### src/rtl/clock_divisor_ramp_ctrl_if.sv
// Command port of the divisor ramp controller: a target divisor handshake
// plus the completion pulse.
interface clock_divisor_ramp_ctrl_if #(
  parameter int unsigned WIDTH = 32
);
  logic             cmd_valid;
  logic             cmd_ready;
  logic [WIDTH-1:0] cmd_target;
  logic             cmd_done;

  modport master (
    output cmd_valid,
    output cmd_target,
    input  cmd_ready,
    input  cmd_done
  );

  modport slave (
    input  cmd_valid,
    input  cmd_target,
    output cmd_ready,
    output cmd_done
  );
endinterface

### src/rtl/clock_divisor_ramp_ctrl.sv
// Ramps the divider's divisor toward a commanded target in bounded steps,
// applying each step only right after the divided clock toggles.
module clock_divisor_ramp_ctrl #(
  parameter int unsigned WIDTH    = 32,
  parameter int unsigned INIT_DIV = 1000,
  parameter int unsigned STEP     = 1,
  parameter int unsigned DWELL    = 2,
  parameter int unsigned MIN_DIV  = 4
) (
  input  logic                        clk_in,
  input  logic                        rst_n,
  input  logic                        en,
  input  logic                        clk_div_in,
  clock_divisor_ramp_ctrl_if.slave    cmd,
  output logic [WIDTH-1:0]            divisor_out,
  output logic                        div_rst,
  output logic                        busy
);

  typedef enum logic [1:0] {ST_OFF, ST_IDLE, ST_DWELL} state_e;

  localparam int unsigned    CW         = (DWELL > 1) ? $clog2(DWELL) : 1;
  localparam logic [CW-1:0]  DWELL_LAST = CW'(DWELL - 1);
  localparam logic [WIDTH-1:0] MIN_W    = WIDTH'(MIN_DIV);
  localparam logic [WIDTH-1:0] STEP_W   = WIDTH'(STEP);
  localparam logic [WIDTH-1:0] INIT_W   = WIDTH'(INIT_DIV);

  state_e            state_q, state_d;
  logic [WIDTH-1:0]  div_q, div_d;
  logic [WIDTH-1:0]  target_q, target_d;
  logic [CW-1:0]     dwell_q, dwell_d;
  logic              done_q, done_d;
  logic              prev_q;

  logic              tog;
  logic              up;
  logic [WIDTH-1:0]  diff;
  logic [WIDTH-1:0]  amt;
  logic [WIDTH-1:0]  stepped;
  logic [WIDTH-1:0]  cmd_clamped;

  // tog is high the cycle after the divider toggles, when its counter is <= 1
  assign tog         = clk_div_in ^ prev_q;
  assign up          = target_q > div_q;
  assign diff        = up ? (target_q - div_q) : (div_q - target_q);
  assign amt         = (diff < STEP_W) ? diff : STEP_W;
  assign stepped     = up ? (div_q + amt) : (div_q - amt);
  assign cmd_clamped = (cmd.cmd_target < MIN_W) ? MIN_W : cmd.cmd_target;

  always_ff @(posedge clk_in or negedge rst_n) begin
    if (!rst_n) begin
      state_q  <= ST_OFF;
      div_q    <= INIT_W;
      target_q <= '0;
      dwell_q  <= '0;
      done_q   <= 1'b0;
      prev_q   <= 1'b0;
    end else begin
      state_q  <= state_d;
      div_q    <= div_d;
      target_q <= target_d;
      dwell_q  <= dwell_d;
      done_q   <= done_d;
      prev_q   <= clk_div_in;
    end
  end

  always_comb begin
    state_d  = state_q;
    div_d    = div_q;
    target_d = target_q;
    dwell_d  = dwell_q;
    done_d   = 1'b0;
    unique case (state_q)
      ST_OFF: begin
        if (en) state_d = ST_IDLE;
      end
      ST_IDLE: begin
        if (!en) begin
          state_d = ST_OFF;
        end else if (cmd.cmd_valid) begin
          target_d = cmd_clamped;
          dwell_d  = '0;
          if (cmd_clamped == div_q) done_d  = 1'b1;
          else                      state_d = ST_DWELL;
        end
      end
      ST_DWELL: begin
        if (!en) begin
          state_d = ST_OFF;
        end else if (tog) begin
          if (dwell_q == DWELL_LAST) begin
            div_d   = stepped;
            dwell_d = '0;
            if (stepped == target_q) begin
              done_d  = 1'b1;
              state_d = ST_IDLE;
            end
          end else begin
            dwell_d = dwell_q + CW'(1);
          end
        end
      end
      default: state_d = ST_OFF;
    endcase
  end

  assign cmd.cmd_ready = (state_q == ST_IDLE);
  assign cmd.cmd_done  = done_q;
  assign busy          = (state_q == ST_DWELL);
  assign div_rst       = (state_q == ST_OFF);
  assign divisor_out   = div_q;

endmodule

### src/flat_wrapper.sv
// flat-port wrapper written by rule: the top's interface ports become plain ports
module clock_divisor_ramp_ctrl_flat 
#(
  parameter int unsigned WIDTH    = 32,
  parameter int unsigned INIT_DIV = 1000,
  parameter int unsigned STEP     = 1,
  parameter int unsigned DWELL    = 2,
  parameter int unsigned MIN_DIV  = 4
)
  (clk_in, rst_n, en, clk_div_in, divisor_out, div_rst, busy, cmd_cmd_valid, cmd_cmd_target, cmd_cmd_ready, cmd_cmd_done);
  clock_divisor_ramp_ctrl_if #(.WIDTH(WIDTH)) cmd_i ();
  input  logic clk_in;
  input  logic rst_n;
  input  logic en;
  input  logic clk_div_in;
  output logic [WIDTH-1:0] divisor_out;
  output logic div_rst;
  output logic busy;
  input wire logic [$bits(cmd_i.cmd_valid)-1:0] cmd_cmd_valid;
  input wire logic [$bits(cmd_i.cmd_target)-1:0] cmd_cmd_target;
  output wire logic [$bits(cmd_i.cmd_ready)-1:0] cmd_cmd_ready;
  output wire logic [$bits(cmd_i.cmd_done)-1:0] cmd_cmd_done;
  assign cmd_i.cmd_valid = cmd_cmd_valid;
  assign cmd_i.cmd_target = cmd_cmd_target;
  assign cmd_cmd_ready = cmd_i.cmd_ready;
  assign cmd_cmd_done = cmd_i.cmd_done;
  clock_divisor_ramp_ctrl #(.WIDTH(WIDTH), .INIT_DIV(INIT_DIV), .STEP(STEP), .DWELL(DWELL), .MIN_DIV(MIN_DIV)) u_core (.clk_in(clk_in), .rst_n(rst_n), .en(en), .clk_div_in(clk_div_in), .cmd(cmd_i), .divisor_out(divisor_out), .div_rst(div_rst), .busy(busy));
endmodule
### config.mk
export PLATFORM = sky130hd
export DESIGN_NAME = clock_divisor_ramp_ctrl_flat
export DESIGN_NICKNAME = d
export VERILOG_FILES = /design/src/rtl/clock_divisor_ramp_ctrl_if.sv /design/src/rtl/clock_divisor_ramp_ctrl.sv /design/src/flat_wrapper.sv
export SDC_FILE = /design/constraint.sdc
export NUM_CORES = 1
export LEC_CHECK = 0
export BUFFER_PORTS_ARGS = -buffer_cell sky130_fd_sc_hd__buf_2
export CAP_MARGIN = 20
export CORE_MARGIN = 10
export CORE_UTILIZATION = 40
export CTS_BUF_LIST = sky130_fd_sc_hd__clkbuf_4 sky130_fd_sc_hd__clkbuf_8
export CTS_CLUSTER_SIZE = 14
export DETAILED_ROUTE_END_ITERATION = 8
export GPL_TIMING_DRIVEN = 0
export PLACE_DENSITY = 0.55
export SETUP_SLACK_MARGIN = 0.5
export SYNTH_ARGS = -nofsm -noshare
export SYNTH_HDL_FRONTEND = slang
export SYNTH_SLANG_ARGS = --single-unit
### constraint.sdc
create_clock -name clk_in -period 10.5 [get_ports clk_in]
set_input_delay 1.05 -clock clk_in [delete_from_list [all_inputs] [get_ports clk_in]]
set_output_delay 1.05 -clock clk_in [all_outputs]
set_load 0.05 [all_outputs]
==> results by group <==
Status
  – Status: complete, no violations

Die
  – Die height: roughly 180 µm
  – Core Box Area: 24,300 µm²
  – Full die area: ~31,000 µm²
  – I/O pin count: 73
  – Rows: 57
  – Starting Density: about two fifths
  – Die W: about 180 µm

Global route
  – Grt ovf: 0
  – First-pass GRT wire length: around 54,000 µm
  – Initial antenna violation count: 0
  – Total Routing Usage GR: between 20% and 30%
  – Largest net degree at the start of global routing: 54
  – Vias in the first global route: 9,358

Synthesis
  – Post-synth top area share: between 10% and 20%
  – Xor/xnor cell area share of the yosys netlist: 11.6%
  – Ranking of synthesized cells by area: dfrtp_1 16%, ha_1 13%, xnor2_1 7.2%
  – Syn avg cell area: about 8 µm²
  – Synth area leader: dfrtp_1
  – FFs w/ async S/R, synth: 100%
  – Register area share after synthesis: approximately 18%
  – Most frequent cell after synthesis: a21oi_1
  – Post-synth top cells: 107 x a21oi_1, 99 x ha_1, 91 x nand2_1
  – Syn nets: around 1,400
  – Synth Cell Area: between 9000 and 10,000 µm²
  – Post-synth EDFFs: 0
  – Synth unique cells: 91
  – Syn Inst Count: between 1,000 and 1,500
  – Main synth FF type: dfrtp_1
  – Yosys reg bits: 69
  – Combinational family with the most area after synthesis: compound AO/OA/AOI/OAI gates
  – Compound-Gate Fraction of Synth Area: 25.0%
  – Post-Synth Simple-Gate Area: between 10% and 20%
  – Proportion of synthesized area in mux cells: around 7.3%
  – Synth Area in Adders: about an eighth
  – Ys Warns: 0

Layout
  – Final antenna diode count: 0
  – Layout cells sized above 1: ~15%
  – Fillers: around 2,500
  – # nets final: approximately 1,500
  – Final core utilization: between 40% and 50%
  – Area grow syn2layout: 10.2%
  – Post-route insts no fill: approximately 1,700

Setup path
  – R2R depth: 33
  – RR Startpoint: u_core.divisor_out[5]
  – Setup CP Type: reg2reg
  – Number of cells on the critical path: 33
  – Worst path bufs/invs: 8
  – Most frequent CP cell: ha_1
  – Worst Path Arrival: a little under 10 ns
  – Critical path's slowest cell: dfstp_2
  – Endpoint class of the critical path: flip-flop
  – CP endpoint: u_core.state_q[1]
  – Setup slack, reg-to-reg: between 1 and 1.5 ns
  – CP max FO: 10
  – Crit path from: u_core.divisor_out[5]
  – Worst setup SP type: flip-flop
  – Worst path required time: ~11 ns
  – CP top delay family: compound AO/OA/AOI/OAI gates
  – R2R Path End: u_core.state_q[1]
  – CP peak stage delay: around 0.66 ns

STA
  – Worst Tran Pin Value: ~0.85 ns
  – Hold Vio Cnt, Final: 0
  – Clock skew: ~0.019 ns
  – Final slew viol count: 0
  – Fmax: 0.106 GHz
  – Tcrit/Tclk final: about 90%
  – Min Tclk post-route: 9.41 ns
  – RSZ-0062 raised after global routing: false
  – Final setup viols: 0
  – Worst slew margin: between 40 and 50%
  – Setup TNS: 0 ns

Clock tree
  – Sink Count: 69
  – CTS H-tree depth: 3
  – Clock Tree Buf Depth: 2
  – Clock Pin Slew Worst Setup and Hold Paths: around 0.090 ns
  – CTS Root Cell: clkbuf_8
  – # hold bufs at CTS: 0
  – CTS buffer count: 9
  – Clk Latency, worst-skew pair: ~0.36 ns
  – TritonCTS clock tree: yes

Drt
  – Post-route ant nets: 0
  – Pre-Repair DR Iteration Count: 5
  – DRC violations left: 0
  – Initial detailed-routing violation count: 810
  – Total number of vias: 9,666
  – Vias/cell: 5.85
  – Routed length per instance: roughly 21 µm
  – Total Wirelength: 35,100 µm

Place
  – Placed insts: between 1,500 and 2,000
  – Number of port buffers: about 70
  – Hpwl dp: a little under 30,000 µm
  – Gpl congestion: 0.960

Job
  – Number of max-cap violations: 0

Min path
  – HP Class: reg2reg
  – Min-delay src: u_core.target_q[9]
==> placed cells by master (no fill, tap or decap), types with 7 or more instances in the layout <==
| master | netlist | routed |
|---|---|---|
| ha_1 | 99 | 99 |
| nor4_1 | 16 | 16 |
| mux2_2 | 45 | 45 |
| nor3b_1 | 8 | 8 |
| buf_2 | 20 | 90 |
| clkbuf_1 | 34 | 32 |
| o21ai_0 | 74 | 73 |
| a21o_1 | 34 | 34 |
| dfrtp_1 | 63 | 63 |
| nor3_1 | 19 | 19 |
| and2_1 | 10 | 10 |
| a31o_2 | 13 | 13 |
| o21a_1 | 16 | 16 |
| and3_1 | 11 | 11 |
| mux2i_1 | 17 | 17 |
| a21boi_0 | 7 | 7 |
| a211o_1 | 8 | 8 |
| a21oi_1 | 107 | 106 |
| xnor2_1 | 81 | 81 |
| clkbuf_8 | 0 | 9 |
| nand2_1 | 91 | 91 |
| nand4_1 | 36 | 36 |
| o21bai_1 | 10 | 10 |
| nand3_1 | 34 | 34 |
| xor2_1 | 35 | 35 |
| nor2_1 | 72 | 72 |
| a211oi_1 | 17 | 17 |
| inv_1 | 84 | 84 |
| o211ai_1 | 16 | 16 |
| nand2b_1 | 23 | 23 |
==> cell families after synthesis <==
logic type      after synthesis
fa+ha+maj                   102
other cells                   1
flops                        69
mux                          65
simple gates                360
xor+xnor                    122
buf+inv                     148
compound gates              372
==> layer usage <==
layer / vias to the layer above / track usage (%) / share of wire, %
met5: - / 0 / 0
met4: 0 / 9.04 / 4.0
met3: 56 / 1.64 / 4.4
met2: 309 / 35.1 / 46
met1: 4611 / 30.2 / 46
li1: 4690 / - / -
==> repair_timing <==
action / in CTS / in global routing
buffers inserted: 0 / 0
endpoints found under the setup margin: 0 / 3
resized for setup: 0 / 10
==> worst register-to-register path, delay by kind of cell (launching register included) <==
kind	cells	cell delay (ns)
AOI/OAI and AO/OA	10	3.37
buffers and inverters	8	1.55
adders and majority gates	3	0.75
xor gates and xnor gates	1	0.25
muxes	1	0.37
DFF	1	0.66
and+or+nand+nor	10	2.36
==> sequential cells by signal, summed over array words and instances, names as in the netlist <==
register,flops
u_core.divisor_out,32
u_core.state_q,2
u_core.target_q,32
u_core.prev_q,1
u_core.dwell_q,1
u_core.cmd.cmd_done,1
==> final cells by class <==
type / instances / area (µm²) / area share (%)
Buffer: 63 / 305 / 2.80
Clock buffer: 10 / 131 / 1.21
Clock inverter: 6 / 65.1 / 0.598
Inverter: 85 / 319 / 2.93
Multi-Input combinational cell: 1022 / 7540 / 69.3
Sequential cell: 69 / 1730 / 15.9
Tap cell: 324 / 405 / 3.72
Timing Repair Buffer: 72 / 385 / 3.54
==> stage by stage <==
step	instance area [µm²]	worst slack (ns)	hold slack, ns
finish	10900	1.09	0.548
global route	10900	0.506	0.556
CTS	10900	0.782	0.553
detailed placement	10700	0.840	0.534
global placement	10600	0.803	0.526
floorplan	9880	2.70	0.506
==> worst min path at each step <==
stage / end / depth (start not counted) / slack [ns]
after floorplan: u_core.target_q[15] / 1 / 0.51
after detailed placement: u_core.target_q[24] / 1 / 0.53
after CTS: u_core.target_q[24] / 1 / 0.55
after global placement: u_core.target_q[9] / 1 / 0.53
final: u_core.target_q[9] / 1 / 0.55
after global routing: u_core.prev_q / 1 / 0.56
Power is left out: the tool's default activity adds up to more than one toggle a clock period on the data nets, which glitch-free logic cannot reach.
